**src/rtl/not_chk_sat_counter.sv**
```systemverilog
// ============================================================================
// Module   : not_chk_sat_counter
// Brief    : ERR_W-bit incrementer that sticks at all-ones, with sync clear.
// Revision : 1.0
// ============================================================================
`default_nettype none

module not_chk_sat_counter #(
    parameter int ERR_W = 16
) (
    input  logic             clk,
    input  logic             rst_n,
    input  logic             clr,
    input  logic             inc,
    output logic [ERR_W-1:0] count
);

    always_ff @(posedge clk or negedge rst_n) begin
        if (!rst_n) begin
            count <= '0;
        end else if (clr) begin
            count <= '0;
        end else if (inc && (count != {ERR_W{1'b1}})) begin
            count <= count + 1'b1;
        end
    end

endmodule

`default_nettype wire

```
**config.mk**
```make
export PLATFORM = sky130hd
export DESIGN_NAME = not_chk_sat_counter
export DESIGN_NICKNAME = d
export VERILOG_FILES = /design/src/rtl/not_chk_sat_counter.sv
export SDC_FILE = /design/constraint.sdc
export NUM_CORES = 1
export LEC_CHECK = 0
export ABC_AREA = 0
export CAP_MARGIN = 25
export CORE_ASPECT_RATIO = 0.8
export CORE_UTILIZATION = 40
export CTS_CLUSTER_DIAMETER = 150
export DETAILED_ROUTE_END_ITERATION = 6
export PLACE_DENSITY = 0.73
export SLEW_MARGIN = 20
export SYNTH_ARGS = -nofsm -noshare
export SYNTH_HDL_FRONTEND = slang
export SYNTH_SLANG_ARGS = --single-unit
```
**constraint.sdc**
```tcl
create_clock -name clk -period 3.6 [get_ports clk]
set_clock_uncertainty 0.05 [all_clocks]
set_input_delay 1.08 -clock clk [delete_from_list [all_inputs] [get_ports clk]]
set_output_delay 1.08 -clock clk [all_outputs]
set_load 0.05 [all_outputs]
```
==> results.json, run 1 <==
{
  "core_region_area_um2": 2200,
  "p_leak_uw": 0.000459,
  "min_cycle_time_layout_ps": 2820,
  "p_total_uw": 335,
  "synth-warning-count": 0,
  "critPathKind": "register to output port",
  "fin_setup_tns_ps": 0,
  "antenna_found_initial": 0,
  "cp_slowest_cell": "sky130_fd_sc_hd__clkdlybuf4s50_1",
  "critical-path-max-stage-delay_ps": 860,
  "synth_compound_area_share_pct": 16.2,
  "cts_sinks": 16,
  "ys_types": 28,
  "area_share_of_fa_ha_maj_cells_after_synthesis_pct": 1.33,
  "ant_nets": 0,
  "synth_common_cells": "sky130_fd_sc_hd__dfrtp_1 (16), sky130_fd_sc_hd__a21oi_1 (11), sky130_fd_sc_hd__o31ai_1 (7), sky130_fd_sc_hd__nand2_1 (6), sky130_fd_sc_hd__nand4_1 (6)",
  "critPathMaxFanout": 8,
  "number_of_i_o_port_buffers": 19,
  "via_count_normalized_by_instance_count": 6.11,
  "synth_simple_gate_area_share_pct": 31.2,
  "clock.fmax_mhz": 355,
  "drv_cap": 0,
  "floorplan.initialDensity_pct": 42.9,
  "syn-instance-count": 98,
  "dominant_combinational_cell_family_by_area_after_synthesis": "simple AND/OR/NAND/NOR gates",
  "finish.net_count": 122,
  "endpoint_arrival_time_on_the_critical_path_ps": 1690,
  "mappedNetlistArea_um2": 942,
  "tritoncts": "done",
  "num_vias": 861,
  "synth_register_bits": 16,
  "crit_buf_inv": 1,
  "detailed_place.area_um2": 1140,
  "die_h_um": 45.4,
  "worst_path_dominant_cell_family": "buffers and inverters",
  "floorplan.die.width_um": 56.3,
  "worstMarginPinSlew_ps": 879,
  "report.final.setup_viol": 0,
  "stdcell_area_um2": 1170,
  "synth_edf_count": 0,
  "registers.top_by_ff_count": "count",
  "insertedDiodeCount": 0,
  "dr.first_iter.drc_count": 17,
  "worst_setup_hold_path_clk_slew_ps": 100,
  "n_fill_cell": 209,
  "multi_input_comb_area_um2": 504,
  "synth_area_leaders": "sky130_fd_sc_hd__dfrtp_1 (42%), sky130_fd_sc_hd__a21oi_1 (5.8%), sky130_fd_sc_hd__o31ai_1 (5.6%), sky130_fd_sc_hd__mux2_1 (4.8%), sky130_fd_sc_hd__nand4_1 (4.0%)",
  "report.final.slew_viol_count": 0,
  "synth_top_area_share_pct": 42.5,
  "hpwlAfterDp_um": 1480,
  "cts-htree-levels": 1,
  "syn2layout_area_growth_pct": 24.6,
  "grt_overflow": 0,
  "yosys.area_share.xor_xnor_pct": 0,
  "std_cell_rows": 15,
  "post_drt_wl_per_cell_um": 15.6,
  "cp_data_required_time_ps": 2470,
  "number_of_top_level_pins": 20,
  "critical_path_cell_by_cell": "clkdlybuf4s50_1",
  "largest_register_ff_count": 16,
  "final.period_utilization_pct": 78.3,
  "first_global_vias": 728,
  "cell_with_the_most_instances_after_synthesis": "sky130_fd_sc_hd__dfrtp_1",
  "worstSkewPairLatency_ps": 290,
  "max_slew_margin_pct": 40.9,
  "synth.largest_area_cell": "sky130_fd_sc_hd__dfrtp_1",
  "post_synth.cell_area_avg_um2": 9.61,
  "maximum_number_of_pins_on_one_net_before_global_route_repair": 23,
  "synth_flop_cell": "sky130_fd_sc_hd__dfrtp_1",
  "synth_mux_area_share_pct": 4.78,
  "final_hold_viol_count": 0,
  "number_of_cells_in_the_design_after_placement": 137,
  "ir_drop_mv": 0.248,
  "core_util_final_pct": 53.4,
  "cts-root-to-sink-buffers": 2,
  "cts-buffers-inserted": 3,
  "timing.hold.worst.class": "register to register",
  "gpl.final_weighted_congestion": 0.798,
  "critical_path.endpoint_type": "output port",
  "route.detailed.drc": 0,
  "grt_pass1_wl_um": 3530,
  "leading_registers_by_flop_count": "count: 16 flops",
  "seq_area_frac_synth_pct": 42.5,
  "post_cts_resize_count": 0,
  "grt_setup_unrepaired": "no",
  "drt-pass1-iter-count": 4,
  "timing.critical_path.from_type": "register",
  "drt-total-wl_um": 2210,
  "global_route.usage.total_pct": 18.5,
  "async_flop_share_pct": 100,
  "clock_tree.root_cell": "sky130_fd_sc_hd__clkbuf_4",
  "postCtsHoldBufs": 0,
  "post_route_cells_drive_above_1_share_pct": 11.2,
  "ff_latch_area_um2": 400,
  "die_area_um2": 2550,
  "status": "finished, final reports clean",
  "post-cts-setup-buffer-count": 0,
  "post_layout_nonfiller_instances": 141,
  "synth_nets": 103,
  "power_per_cell_area_nw_per_um2": 286
}
[report_power, final]
part / leakage (uW) / switching (uW) / total (uW) / internal [uW]
logic: 0.000215 / 19.2 / 27.7 / 8.45
registers: 0.000222 / 2.23 / 183 / 181
clock network: 0.0000210 / 62.3 / 124 / 61.7
[per-stage QoR]
stage | hold slack (ps) | setup slack [ps]
after global placement | 528 | 772
after floorplan | 734 | 1420
after global routing | 593 | 730
final | 558 | 781
after CTS | 553 | 795
after detailed placement | 537 | 713
[layout make-up]
cell class	count	share of cell area, %
Tap cell	25	2.67
Inverter	3	0.959
Multi-Input combinational cell	74	43.0
Timing Repair Buffer	19	16.2
Sequential cell	16	34.1
Clock buffer	4	3.09
[cells by family after synthesis]
group                      count (synthesis)
and+or+nand+nor                           45
AOI/OAI and AO/OA                         24
DFF                                       16
buffers and inverters                      8
muxes                                      4
adders and majority gates                  1
[worst paths after layout]
path | start | slack, ps | cells after the start | end
min in group asynchronous | rst_n | 1160 | 1 | count[11]$_DFFE_PN0P_
max reg2reg | count[0]$_DFFE_PN0P_ | 1280 | 5 | count[15]$_DFFE_PN0P_
min | count[14]$_DFFE_PN0P_ | 560 | 2 | count[14]$_DFFE_PN0P_
max | count[7]$_DFFE_PN0P_ | 780 | 1 | count[7]
max in group asynchronous | rst_n | 1880 | 1 | count[6]$_DFFE_PN0P_
min reg2reg | count[14]$_DFFE_PN0P_ | 560 | 2 | count[14]$_DFFE_PN0P_
[placed cells by master (no fill, tap or decap), drive strengths merged, types with 3 or more instances in the layout]
cell and n:
nor2b 4, clkbuf 4, o31ai 7, inv 3
nor4 5, clkdlybuf4s50 19, nand2 6, nand4 7
o21ai 4, nor2 4, a21oi 11, dfrtp 16
mux2 4, or3 3, nand3 3, or4 7
[layer usage]
metal  vias to the layer above  track usage, %  part of all wire, %
li1                        419               -                    -
met1                       413            26.0                   50
met2                        25            28.3                   44
met3                         4            5.40                  5.3
met4                         0            4.39                 0.77
met5                         -               0                    0
Power figures use the tool's default switching activity.
==> run 2, diff against run 1 <==
Settings changed: PLACE_DENSITY 0.73 to 0.76.
Clock period 3.6 ns to 2.3 ns, I/O delays scaled along.
==> run 2 against run 1 <==
  * Highest routed layer unchanged
  * Critical path type unchanged
  * Cell area grew 2.3%
  * Non-clock buffer count increased by 8
  * Worst hold slack gained 22 ps
  * Sequential share of layout area down 0.78 points
==> results.json, run 2 (synthesized netlist as in run 1, its figures left out) <==
{
  "cts-buffers-inserted": 3,
  "post_drt_wl_per_cell_um": 15.7,
  "n_fill_cell": 204,
  "antenna_found_initial": 0,
  "worstMarginPinSlew_ps": 617,
  "combPwrFrac_pct": 9.7,
  "worst_path_dominant_cell_family": "buffers and inverters",
  "maximum_number_of_pins_on_one_net_before_global_route_repair": 17,
  "route.detailed.drc": 0,
  "report.final.slew_viol_count": 0,
  "status": "finished, final reports clean",
  "critical-path-max-stage-delay_ps": 810,
  "core_util_final_pct": 54.7,
  "report.final.setup_viol": 0,
  "p_total_uw": 530,
  "stdcell_area_um2": 1200,
  "leading_registers_by_flop_count": "count: 16 flops",
  "netSwitchingFraction_pct": 24.7,
  "insertedDiodeCount": 0,
  "drt-pass1-iter-count": 4,
  "cp_data_required_time_ps": 1560,
  "power_report.internal_total_uw": 399,
  "detailed_place.area_um2": 1160,
  "via_count_normalized_by_instance_count": 5.91,
  "hpwlAfterDp_um": 1660,
  "dr.first_iter.drc_count": 31,
  "core_region_area_um2": 2200,
  "worstSkewPairLatency_ps": 290,
  "syn2layout_area_growth_pct": 27.5,
  "grt_pass1_wl_um": 3710,
  "number_of_top_level_pins": 20,
  "ff_latch_area_um2": 400,
  "ir_drop_mv": 0.366,
  "pwr-share-clk_pct": 36.1,
  "gpl.final_weighted_congestion": 0.781,
  "max_slew_margin_pct": 58.6,
  "timing.hold.worst.class": "register to register",
  "largest_register_ff_count": 16,
  "std_cell_rows": 15,
  "layout_common_cells": "sky130_fd_sc_hd__buf_4 (22), sky130_fd_sc_hd__dfrtp_1 (16), sky130_fd_sc_hd__a21oi_1 (11), sky130_fd_sc_hd__o31ai_1 (7)",
  "crit_buf_inv": 1,
  "drv_cap": 0,
  "ant_nets": 0,
  "registers.top_by_ff_count": "count",
  "critical_path_cell_by_cell": "clkdlybuf4s50_1",
  "power_per_cell_area_nw_per_um2": 441,
  "number_of_i_o_port_buffers": 19,
  "grt_setup_unrepaired": "no",
  "floorplan.die.width_um": 56.3,
  "critPathMaxFanout": 4,
  "finish.net_count": 130,
  "layout.cells.most_common": "sky130_fd_sc_hd__buf_4",
  "critical_path.endpoint_type": "output port",
  "endpoint_arrival_time_on_the_critical_path_ps": 1500,
  "worst_setup_hold_path_clk_slew_ps": 100,
  "cts-root-to-sink-buffers": 2,
  "tritoncts": "done",
  "netSwitchingPower_uw": 131,
  "final.period_utilization_pct": 97.4,
  "die_area_um2": 2550,
  "critPathKind": "register to output port",
  "clock.fmax_mhz": 446,
  "floorplan.initialDensity_pct": 42.9,
  "min_cycle_time_layout_ps": 2240,
  "num_vias": 881,
  "first_global_vias": 797,
  "drt-total-wl_um": 2340,
  "cts_sinks": 16,
  "clock_tree.root_cell": "sky130_fd_sc_hd__clkbuf_4",
  "global_route.usage.total_pct": 19.7,
  "grt_overflow": 0,
  "timing.critical_path.from_type": "register",
  "sequentialPowerShare_pct": 54.2,
  "cts-htree-levels": 1,
  "final_hold_viol_count": 0,
  "cp_slowest_cell": "sky130_fd_sc_hd__clkdlybuf4s50_1",
  "p_leak_uw": 0.000544,
  "post_route_cells_drive_above_1_share_pct": 28.2,
  "postCtsHoldBufs": 0,
  "multi_input_comb_area_um2": 504,
  "die_h_um": 45.4
}
-- run 2: changes by cell type in the layout (fill, tap and decap cells not counted) --
cell / change
sky130_fd_sc_hd__clkdlybuf4s50_1: -15
sky130_fd_sc_hd__dlymetal6s2s_1: +1
sky130_fd_sc_hd__buf_4: +22
-- run 2: layout make-up --
type | instances | share of cell area [%]
timing repair buffer | 27 | 18.1
multi-input combinational | 74 | 42.0
tap | 25 | 2.60
clock buffer | 4 | 3.02
sequential | 16 | 33.3
inverter | 3 | 0.938
-- run 2: what timing repair did --
| action | CTS | global route |
|---|---|---|
| gates resized for setup | 0 | 1 |
| setup buffers | 0 | 0 |
| setup endpoints to repair | 0 | 3 |
-- run 2: metrics by stage --
step | setup TNS [ps] | hold WS (ps) | worst slack [ps] | std cells
3_5_place_dp | -57.3 | 561 | -35.9 | 145
6_report | 0 | 579 | 59.4 | 149
5_1_grt | 0 | 613 | 13.9 | 149
3_3_place_gp | 0 | 529 | 18.0 | 145
2_1_floorplan | 0 | 344 | 134 | 98
4_1_cts | 0 | 576 | 21.0 | 149
-- run 2: path summary, 6_finish.rpt --
path | startpoint | end | slack (ps) | depth (start not counted)
worst max-delay path | count[15]$_DFFE_PN0P_ | count[15] | 60 | 1
worst min-delay path | count[12]$_DFFE_PN0P_ | count[12]$_DFFE_PN0P_ | 580 | 2
worst max register to register | count[0]$_DFFE_PN0P_ | count[15]$_DFFE_PN0P_ | 300 | 5
worst min register to register | count[12]$_DFFE_PN0P_ | count[12]$_DFFE_PN0P_ | 580 | 2
max in group asynchronous | rst_n | count[0]$_DFFE_PN0P_ | 1360 | 2
min in group asynchronous | rst_n | count[14]$_DFFE_PN0P_ | 650 | 2
-- run 2: metal layers --
layer | wire, um | GRT usage [%]
met2 | 1040 | 28.6
met4 | 27 | 5.85
met5 | 0 | 0
met3 | 125 | 6.82
met1 | 1140 | 28.1
-- run 2: power by group through the flow --
stage,registers (uW),logic (uW),clock network [uW]
6_report,288,51.5,191
3_3_place_gp,293,50.6,0
2_1_floorplan,301,15.9,0
5_1_grt,288,56.3,210
3_5_place_dp,293,51.9,0
4_1_cts,287,52.0,198
==> run 3, diff against run 2 <==
--- a/config.mk
+++ b/config.mk
@@ -9,8 +9,9 @@
 export CAP_MARGIN = 25
 export CORE_ASPECT_RATIO = 0.8
+export CORE_MARGIN = 3
 export CORE_UTILIZATION = 40
 export CTS_CLUSTER_DIAMETER = 150
 export DETAILED_ROUTE_END_ITERATION = 6
-export PLACE_DENSITY = 0.76
+export PLACE_DENSITY = 0.68
 export SLEW_MARGIN = 20
 export SYNTH_ARGS = -nofsm -noshare
==> constraint.sdc (replaced) <==
create_clock -name clk -period 2.3 [get_ports clk]
set_clock_uncertainty 0.05 [all_clocks]
set_input_delay 0.46 -clock clk [delete_from_list [all_inputs] [get_ports clk]]
set_output_delay 0.46 -clock clk [all_outputs]
set_load 0.05 [all_outputs]
==> run 3 against run 2 <==
  * Setup slack better by 90 ps
  * Via count is 1.4% higher
  * Die area is 17% higher
  * Routed wire length is 2.5% lower
  * Clock power hardly changed
  * Global-route usage is 2.3 points lower
  * Final cell count is 2.7% lower
  * Count of clock-buffer cells in the layout stayed put
  * Combinational power is 7.4% lower
  * First-iteration DRC count is 3.2% lower
  * Largest power group unchanged
==> results.json, run 3 (synthesized netlist as in run 1, its figures left out) <==
{
  "worstSetupEndpoint": "count[7]",
  "insertedDiodeCount": 0,
  "first_global_vias": 806,
  "detailed_place.area_um2": 1170,
  "finish.net_count": 126,
  "power_report.internal_total_uw": 397,
  "grt_setup_unrepaired": "no",
  "leading_registers_by_flop_count": "count: 16 flops",
  "cp_data_required_time_ps": 1790,
  "gpl.final_weighted_congestion": 0.813,
  "drt-pass1-iter-count": 4,
  "critical_path.endpoint_type": "output port",
  "critical_path_cell_by_cell": "clkdlybuf4s50_1",
  "report.final.slew_viol_count": 0,
  "final.period_utilization_pct": 93.5,
  "hpwlAfterDp_um": 1620,
  "num_vias": 893,
  "route.detailed.drc": 0,
  "ff_latch_area_um2": 400,
  "largest_register_ff_count": 16,
  "report.final.setup_viol": 0,
  "drt-total-wl_um": 2280,
  "worst_path_dominant_cell_family": "buffers and inverters",
  "critical-path-max-stage-delay_ps": 850,
  "crit_buf_inv": 1,
  "max_slew_margin_pct": 59.4,
  "cts-htree-levels": 1,
  "syn2layout_area_growth_pct": 27.8,
  "ir_drop_mv": 0.457,
  "drv_cap": 0,
  "combPwrFrac_pct": 9.0,
  "registers.top_by_ff_count": "count",
  "post_route_cells_drive_above_1_share_pct": 14.2,
  "sequentialPowerShare_pct": 54.5,
  "grt_pass1_wl_um": 3920,
  "final_hold_viol_count": 0,
  "worst_setup_hold_path_clk_slew_ps": 100,
  "dr.first_iter.drc_count": 30,
  "std_cell_rows": 15,
  "via_count_normalized_by_instance_count": 6.16,
  "layout.cells.most_common": "sky130_fd_sc_hd__clkdlybuf4s50_1",
  "number_of_i_o_port_buffers": 19,
  "die_area_um2": 2980,
  "number_of_top_level_pins": 20,
  "endpoint_arrival_time_on_the_critical_path_ps": 1640,
  "netSwitchingPower_uw": 131,
  "timing.hold.worst.class": "input port to asynchronous set/reset pin",
  "clock.fmax_mhz": 465,
  "clock_tree.root_cell": "sky130_fd_sc_hd__clkbuf_4",
  "power_per_cell_area_nw_per_um2": 438,
  "pwr-share-clk_pct": 36.4,
  "antenna_found_initial": 0,
  "core_region_area_um2": 2200,
  "post-cts-setup-buffer-count": 0,
  "tritoncts": "done",
  "timing.critical_path.from_type": "register",
  "cts_sinks": 16,
  "r2r-end": "count[15]$_DFFE_PN0P_",
  "p_leak_uw": 0.000478,
  "status": "finished, final reports clean",
  "min_cycle_time_layout_ps": 2150,
  "fin_setup_tns_ps": 0,
  "multi_input_comb_area_um2": 504,
  "stdcell_area_um2": 1200,
  "path_depth": 1,
  "grt_overflow": 0,
  "r2r_start": "count[0]$_DFFE_PN0P_",
  "die_h_um": 49.4,
  "cts-buffers-inserted": 3,
  "global_route.usage.total_pct": 17.5,
  "maximum_number_of_pins_on_one_net_before_global_route_repair": 17,
  "crit_path_start": "count[7]$_DFFE_PN0P_",
  "critPathMaxFanout": 8,
  "n_fill_cell": 217,
  "floorplan.initialDensity_pct": 42.9,
  "floorplan.die.width_um": 60.3,
  "p_total_uw": 527,
  "worst-r2r-cell-count": 5,
  "cp_slowest_cell": "sky130_fd_sc_hd__clkdlybuf4s50_1",
  "worstMarginPinSlew_ps": 604,
  "critPathKind": "register to output port",
  "ant_nets": 0,
  "worstSkewPairLatency_ps": 290,
  "netSwitchingFraction_pct": 24.8,
  "cts-root-to-sink-buffers": 2,
  "postCtsHoldBufs": 0,
  "post_drt_wl_per_cell_um": 15.7,
  "layout_common_cells": "sky130_fd_sc_hd__clkdlybuf4s50_1 (19), sky130_fd_sc_hd__dfrtp_1 (16), sky130_fd_sc_hd__a21oi_1 (11), sky130_fd_sc_hd__o31ai_1 (7)",
  "setup_slack_of_the_worst_register_to_register_path_ps": 190,
  "post_cts_resize_count": 0
}
[run 3: cell types whose count changed in the layout (fill, tap and decap cells not counted)]
cell,previous run,this run
sky130_fd_sc_hd__dlymetal6s2s_1,1,0
sky130_fd_sc_hd__clkdlybuf4s50_1,4,19
sky130_fd_sc_hd__buf_4,22,4
[run 3: worst min path at each step]
stage	cells past startpoint	endpoint
global route	2	count[1]$_DFFE_PN0P_
finish	2	count[4]$_DFFE_PN0P_
global placement	2	count[14]$_DFFE_PN0P_
detailed placement	2	count[10]$_DFFE_PN0P_
floorplan	0	count[0]$_DFFE_PN0P_
CTS	2	count[1]$_DFFE_PN0P_
[run 3: layer usage]
layer / share of wire (%) / vias to the layer above / wire length (um) / global-route usage, %
li1: - / 430 / - / -
met5: 0 / - / 0 / 0
met4: 1.0 / 0 / 23 / 3.32
met2: 46 / 23 / 1050 / 25.7
met1: 46 / 436 / 1050 / 24.7
met3: 6.6 / 4 / 150 / 6.08
[run 3: area by class of cell]
type / count / share of cell area, %
Clock buffer: 4 / 3.01
Inverter: 3 / 0.936
Multi-Input combinational cell: 74 / 41.9
Sequential cell: 16 / 33.3
Tap cell: 25 / 2.60
Timing Repair Buffer: 23 / 18.3
[run 3: power groups by stage]
stage | sequential (uW) | clock, uW | combinational, uW
floorplan | 301 | 0 | 15.9
finish | 287 | 192 | 47.7
CTS | 287 | 195 | 48.6
global route | 288 | 206 | 52.7
detailed placement | 293 | 0 | 48.3
global placement | 293 | 0 | 47.5
[run 3: through the flow]
stage | hold slack, ps | util [%] | worst slack, ps | instances
final | 423 | 54.8 | 149 | 145
after detailed placement | 556 | 53.2 | 64.7 | 141
after CTS | 431 | 54.8 | 142 | 145
after floorplan | 114 | - | 134 | 98
after global routing | 432 | 54.8 | 72.1 | 145
after global placement | 530 | 53.2 | 147 | 141
